===== config.mk =====
export PLATFORM = sky130hd
export DESIGN_NAME = decode_queue
export DESIGN_NICKNAME = d
export VERILOG_FILES = /design/src/rtl/decode_queue.sv
export SDC_FILE = /design/constraint.sdc
export NUM_CORES = 1
export LEC_CHECK = 0
export ABC_AREA = 1
export BUFFER_PORTS_ARGS = -buffer_cell sky130_fd_sc_hd__buf_2
export CORE_AREA = 2 2 99 101
export CTS_CLUSTER_SIZE = 20
export DETAILED_ROUTE_END_ITERATION = 7
export DIE_AREA = 0 0 101 103
export RECOVER_POWER = 50
export SLEW_MARGIN = 15
export SYNTH_ARGS = -nofsm -noshare
export SYNTH_HDL_FRONTEND = slang
export SYNTH_SLANG_ARGS = --single-unit

===== constraint.sdc =====
create_clock -name clk -period 4.4 [get_ports clk]
set_input_delay 0.88 -clock clk [delete_from_list [all_inputs] [get_ports clk]]
set_output_delay 0.88 -clock clk [all_outputs]
set_load 0.02 [all_outputs]

===== src/rtl/decode_queue.sv =====
// decode_queue
//   Decodes an instruction word into register addresses, immediate, NZP mask
//   and control bits, and buffers the decoded micro-ops in a DEPTH-entry FIFO
//   so that fetch can run ahead of execute. Accepts no further input once a
//   RET has been taken until that RET is consumed (or the queue is flushed).
//
//   Optional feature macro: DECODE_ILLEGAL_TRAP_EN
//     defined   : opcodes A..E raise decoded_illegal and halt input like RET
//     undefined : decoded_illegal tied 0, opcodes A..E decode as NOP
//
// Ports
//   clk, reset                 clock (rising edge), synchronous active-high reset
//   flush                      drop all buffered entries
//   in_valid / in_ready        instruction handshake from the fetcher
//   instruction                raw instruction word (INSTR_WIDTH)
//   out_valid / out_ready      head-entry handshake towards execute
//   decoded_*                  fields of the head entry, all 0 when out_valid=0
//   count                      number of entries held
module decode_queue #(
  parameter int INSTR_WIDTH   = 16,
  parameter int REG_ADDR_BITS = 4,
  parameter int IMM_BITS      = 8,
  parameter int DEPTH         = 4
) (
  input  logic                       clk,
  input  logic                       reset,
  input  logic                       flush,
  input  logic                       in_valid,
  output logic                       in_ready,
  input  logic [INSTR_WIDTH-1:0]     instruction,
  output logic                       out_valid,
  input  logic                       out_ready,
  output logic [REG_ADDR_BITS-1:0]   decoded_rd_address,
  output logic [REG_ADDR_BITS-1:0]   decoded_rs_address,
  output logic [REG_ADDR_BITS-1:0]   decoded_rt_address,
  output logic [2:0]                 decoded_nzp,
  output logic [IMM_BITS-1:0]        decoded_immediate,
  output logic                       decoded_reg_write_enable,
  output logic                       decoded_mem_read_enable,
  output logic                       decoded_mem_write_enable,
  output logic                       decoded_nzp_write_enable,
  output logic                       decoded_alu_output_mux,
  output logic                       decoded_pc_mux,
  output logic                       decoded_ret,
  output logic [1:0]                 decoded_reg_input_mux,
  output logic [1:0]                 decoded_alu_arithmetic_mux,
  output logic                       decoded_illegal,
  output logic [$clog2(DEPTH):0]     count
);

  localparam int R     = REG_ADDR_BITS;
  localparam int PTR_W = $clog2(DEPTH);
  localparam int CNT_W = PTR_W + 1;
  localparam logic [CNT_W-1:0] FULL = CNT_W'(DEPTH);

  typedef struct packed {
    logic [R-1:0]        rd;
    logic [R-1:0]        rs;
    logic [R-1:0]        rt;
    logic [2:0]          nzp;
    logic [IMM_BITS-1:0] imm;
    logic                reg_we;
    logic                mem_re;
    logic                mem_we;
    logic                nzp_we;
    logic                alu_out_mux;
    logic                pc_mux;
    logic                ret;
    logic [1:0]          reg_in_mux;
    logic [1:0]          alu_arith_mux;
    logic                illegal;
  } uop_t;

  typedef enum logic {RUN = 1'b0, HALT = 1'b1} state_t;

  function automatic uop_t decode(input logic [INSTR_WIDTH-1:0] instr);
    uop_t       u;
    logic [3:0] op;
    u      = '0;
    op     = instr[INSTR_WIDTH-1 -: 4];
    u.rd   = instr[INSTR_WIDTH-5 -: R];
    u.rs   = instr[INSTR_WIDTH-5-R -: R];
    u.rt   = instr[INSTR_WIDTH-5-2*R -: R];
    u.nzp  = instr[INSTR_WIDTH-5 -: 3];
    u.imm  = instr[IMM_BITS-1:0];
    case (op)
      4'h1: u.pc_mux = 1'b1;
      4'h2: begin
        u.alu_out_mux = 1'b1;
        u.nzp_we      = 1'b1;
      end
      4'h3, 4'h4, 4'h5, 4'h6: begin
        u.reg_we        = 1'b1;
        u.reg_in_mux    = 2'b00;
        u.alu_arith_mux = 2'(op - 4'h3);
      end
      4'h7: begin
        u.reg_we     = 1'b1;
        u.reg_in_mux = 2'b01;
        u.mem_re     = 1'b1;
      end
      4'h8: u.mem_we = 1'b1;
      4'h9: begin
        u.reg_we     = 1'b1;
        u.reg_in_mux = 2'b10;
      end
      4'hF: u.ret = 1'b1;
`ifdef DECODE_ILLEGAL_TRAP_EN
      4'hA, 4'hB, 4'hC, 4'hD, 4'hE: u.illegal = 1'b1;
`endif
      default: ;
    endcase
    return u;
  endfunction

  // An entry that stops the input side until it leaves the queue.
  function automatic logic halts(input uop_t u);
    return u.ret | u.illegal;
  endfunction

  state_t             state, state_nxt;
  uop_t               uop_p0;
  uop_t               fifo_p1 [DEPTH];
  uop_t               head_p1;
  logic [PTR_W-1:0]   wr_ptr, rd_ptr;
  logic [CNT_W-1:0]   cnt;
  logic               vld_p1;
  logic               push, pop;

  // ---- stage p0: combinational decode of the incoming word ----
  assign uop_p0 = decode(instruction);
  assign push   = in_valid & in_ready;
  // A pop requested during flush is discarded together with the entry.
  assign pop    = vld_p1 & out_ready & ~flush;

  // ---- stage p1: FIFO storage, head presented to execute ----
  always_ff @(posedge clk) begin
    if (push) fifo_p1[wr_ptr] <= uop_p0;
  end

  always_ff @(posedge clk) begin
    if (reset || flush) begin
      wr_ptr <= '0;
      rd_ptr <= '0;
      cnt    <= '0;
    end else begin
      if (push) wr_ptr <= wr_ptr + PTR_W'(1);
      if (pop)  rd_ptr <= rd_ptr + PTR_W'(1);
      case ({push, pop})
        2'b10:   cnt <= cnt + CNT_W'(1);
        2'b01:   cnt <= cnt - CNT_W'(1);
        default: cnt <= cnt;
      endcase
    end
  end

  assign vld_p1  = (cnt != '0);
  assign head_p1 = vld_p1 ? fifo_p1[rd_ptr] : '0;

  // Input-side FSM: state register
  always_ff @(posedge clk) begin
    if (reset) state <= RUN;
    else       state <= state_nxt;
  end

  // Input-side FSM: next state
  always_comb begin
    state_nxt = state;
    if (flush) begin
      state_nxt = RUN;
    end else begin
      case (state)
        RUN:     if (push && halts(uop_p0)) state_nxt = HALT;
        HALT:    if (pop && halts(head_p1)) state_nxt = RUN;
        default: state_nxt = RUN;
      endcase
    end
  end

  // Input-side FSM: outputs (no push when full, even if the head pops)
  always_comb begin
    in_ready = 1'b0;
    if ((cnt != FULL) && !flush && (state == RUN)) in_ready = 1'b1;
  end

  assign out_valid                  = vld_p1;
  assign count                      = cnt;
  assign decoded_rd_address         = head_p1.rd;
  assign decoded_rs_address         = head_p1.rs;
  assign decoded_rt_address         = head_p1.rt;
  assign decoded_nzp                = head_p1.nzp;
  assign decoded_immediate          = head_p1.imm;
  assign decoded_reg_write_enable   = head_p1.reg_we;
  assign decoded_mem_read_enable    = head_p1.mem_re;
  assign decoded_mem_write_enable   = head_p1.mem_we;
  assign decoded_nzp_write_enable   = head_p1.nzp_we;
  assign decoded_alu_output_mux     = head_p1.alu_out_mux;
  assign decoded_pc_mux             = head_p1.pc_mux;
  assign decoded_ret                = head_p1.ret;
  assign decoded_reg_input_mux      = head_p1.reg_in_mux;
  assign decoded_alu_arithmetic_mux = head_p1.alu_arith_mux;
`ifdef DECODE_ILLEGAL_TRAP_EN
  assign decoded_illegal            = head_p1.illegal;
`else
  assign decoded_illegal            = 1'b0;
`endif

endmodule


==> run summary <==
The count of flip-flops with a built-in enable after synthesis was 84. Global-route usage over all layers: 0.1578. The number of port buffers was 59. The count of synthesis-stage warnings from yosys was 0.

In this run the power density over the cells is 359.7 nW/um^2. The count of instances resized after the clock tree is built came out at 0. For this run the aggregate overflow at the end of global routing stands at 0. Clock latency at the later pin of the worst-skew pair: 360 ps. Detailed routing inserted a total of 2617 vias. Total negative slack for setup checks: 0 ps.

Once detail routing completed, the nets flagged for antenna violations numbered 0. Setup slack closes at 1080 ps. For the hold violation total from the final report, the log shows 0. STA classifies the critical path endpoint as a primary output.

Most area-hungry cell type in the Yosys netlist: edfxtp_1. The layout overhead on the synthesized area was 9.988%. The critical path in this run is classified as flop to primary output.

Counting I/O delays and the setup requirement, the final critical path takes 3320 ps. For this block, the initial DRC count from the detailed router was 108. IR analysis of the VDD net gives a maximum drop of 0.1256 mV. Setup violations remaining at the end of the flow were counted as 0. The placed instances occupy a cell area of 4330 sq um. In this run the critical register-to-register path is launched from count[1]$_SDFFE_PP0P_. After synthesis, the most frequently instantiated cells are nor2_1, edfxtp_1, o21ai_1. For this run, the leading register cell type out of synthesis is edfxtp_1.

Dividing the detail-routed wire length by the instance count gives 15.04 microns. After clock tree synthesis, the clock-pin slew on the worst setup and hold paths is 80 ps. The biggest fanout along the worst timing path came out at 22.

The ratio of cells with drive above 1 in the final layout came out at 0.1765. The run gives 0 as the count of pins over their slew limit. The H-tree was split into 3 levels. Entering global routing, the biggest net connects 44 pins. Row generation in the floorplan step produced 36 rows. In this run the vertical extent of the chip is 103 microns.

The synthesized design contains 94 register bits. Core region area: 9459 sq um. The run gives 0.6687 as the register area share after synthesis.

The fraction of post-synthesis cell area in the top cell type by area works out to 0.6195. The relative slew slack is 0.03120, and the wire length of the first global-routing pass is 12.10 mm. For this design the top-level I/O count stands at 61. The hold buffer count at CTS was 0; the required time of the worst setup path was 3520 ps. Across the run, the number of max-cap violations was 0. Synthesis produced a netlist whose cell count is 359. Share of flip-flops with an asynchronous set or reset: 0. The final period utilization was 0.7545; the HPWL reported at the end of detailed placement was 4.735 mm.

The average footprint of a synthesized cell is 11.34 sq um. After clock tree synthesis, the setup repair step added 0 buffers. The number of different library cells used by synthesis comes to 26. The worst min-delay path category was flop to flop. OpenSTA, run right after detailed placement, puts the worst setup slack at 1489 ps. After detailed routing, the number of remaining DRC violations is 0. In this run the clock root is driven by a clkbuf_8. The CTS buffer count is 9. The tools report the maximum clock frequency as 0.3012 GHz. Counting tap cells, the placed design contains a total of 506 instances. The worst setup path is launched from a flop.

The run finished with clean final reports. The tools report the summed instance area of the synthesized netlist as 4071 sq um. The tools report the routability congestion estimate as 0.7844. The number of antenna diodes in the final layout is 0.

For the number of clock sinks seen by CTS, the log shows 94. STA puts the critical path data arrival time at 2440 ps. The width of the die came out at 101 microns. In this run the most critical hold path is launched from state$_SDFF_PP0_.

Setup repair after global routing left no endpoint under its margin. Across all hold checks on the routed design, the worst slack comes to 483.7 ps. The longest clock path from root to sink contains 2 buffers.

The number of antenna violations at the first check in global routing is 0, and the mean number of vias per cell is 5.013. The final instance count without filler cells is 522. For this block, the routed nets add up to 7.849 mm of wire.

The die covers 10400 sq um. TritonCTS built the clock tree. The worst-margin pin slew is 1453 ps, and the cell leakage power is 1.673 nW. The most common cell in the synthesized netlist is nor2_1.

Ranked by total cell area, the synthesized netlist is headed by edfxtp_1, nor2_1, o21ai_1. The net count of the finished layout is 434. The run gives 390 as the number of nets produced by synthesis. The tools report the final design area excluding fillers as 4478 sq um.

The setup clock skew after layout came out at 9.646 ps. For the effective utilization at floorplan, the log shows 0.4304. The first TritonRoute pass finished after 4 iterations. The via count of the first global-routing pass is 2357.
==> final timing paths <==
| kind | end | slack, ps | cells after the start |
|---|---|---|---|
| hold reg to reg | state$_SDFF_PP0_ | 480 | 2 |
| setup reg to reg | fifo_p1[1][28]$_DFFE_PP_ | 1830 | 5 |
| hold / removal | state$_SDFF_PP0_ | 480 | 2 |
| setup / recovery | decoded_immediate[6] | 1080 | 5 |
==> worst max-delay path, cell delays in order (launching register included) <==
cell and delay [ps]:
dfxtp_1 940, inv_2 440, nor2_1 190, o21ai_1 80, a21oi_1 230, buf_2 210
==> metal layers <==
layer / global-route usage / vias up / part of all wire
met1: 0.2127 / 1243 / 0.45
met5: 0 / - / 0
li1: - / 1293 / -
met3: 0.03119 / 10 / 0.050
met2: 0.2554 / 71 / 0.48
met4: 0.05925 / 0 / 0.016
==> report_power, final <==
| part | switching, W | total, W | internal, W |
|---|---|---|---|
| logic | 0.0000689 | 0.0000959 | 0.0000270 |
| registers | 0.00000408 | 0.000989 | 0.000985 |
| clock network | 0.000291 | 0.000526 | 0.000235 |
==> kinds of logic (layout without fill, tap and decap cells) <==
group,after synthesis,after routing,share of synthesized area
AO/OA/AOI/OAI,76,76,0.09681
adder cells (fa/ha/maj),10,10,0.03258
buffers and inverters,53,102,0.07406
flip-flops,94,94,0.6687
other,1,1,0.0009211
AND/OR/NAND/NOR,125,125,0.1269
==> cell type report <==
| cell class | instances | area (sq um) |
|---|---|---|
| timing repair buffer | 62 | 290.3 |
| tap | 114 | 142.6 |
| clock inverter | 5 | 33.78 |
| sequential | 94 | 2723 |
| multi-input combinational | 212 | 1047 |
| fill | 890 | 4981 |
| inverter | 24 | 90.09 |
| clock buffer | 11 | 151.4 |
==> sequential cells by signal (all words and copies together), names as in the netlist, named ones only <==
name,flops
count,3
fifo_p1,84
rd_ptr,2
state,1
wr_ptr,2
==> placed cells by master (no fill, tap or decap), drive strengths merged <==
cell type / n
conb: 1
fa: 1
or2: 1
clkbuf: 31
nor3: 2
nand2: 15
edfxtp: 84
a21oi: 30
nor2: 99
clkinvlp: 2
nand3: 5
o21ai: 45
nand4: 2
inv: 24
nand3b: 1
dfxtp: 10
buf: 42
o211ai: 1
clkinv: 3
ha: 9
==> metrics by stage <==
step             util  total power [W]
4_1_cts        0.4774         0.001627
3_5_place_dp   0.4578         0.001110
6_report       0.4734         0.001611
3_3_place_gp   0.4578         0.001108
2_1_floorplan       -         0.001076
5_1_grt        0.4734         0.001678
Power figures use the tool's default switching activity.
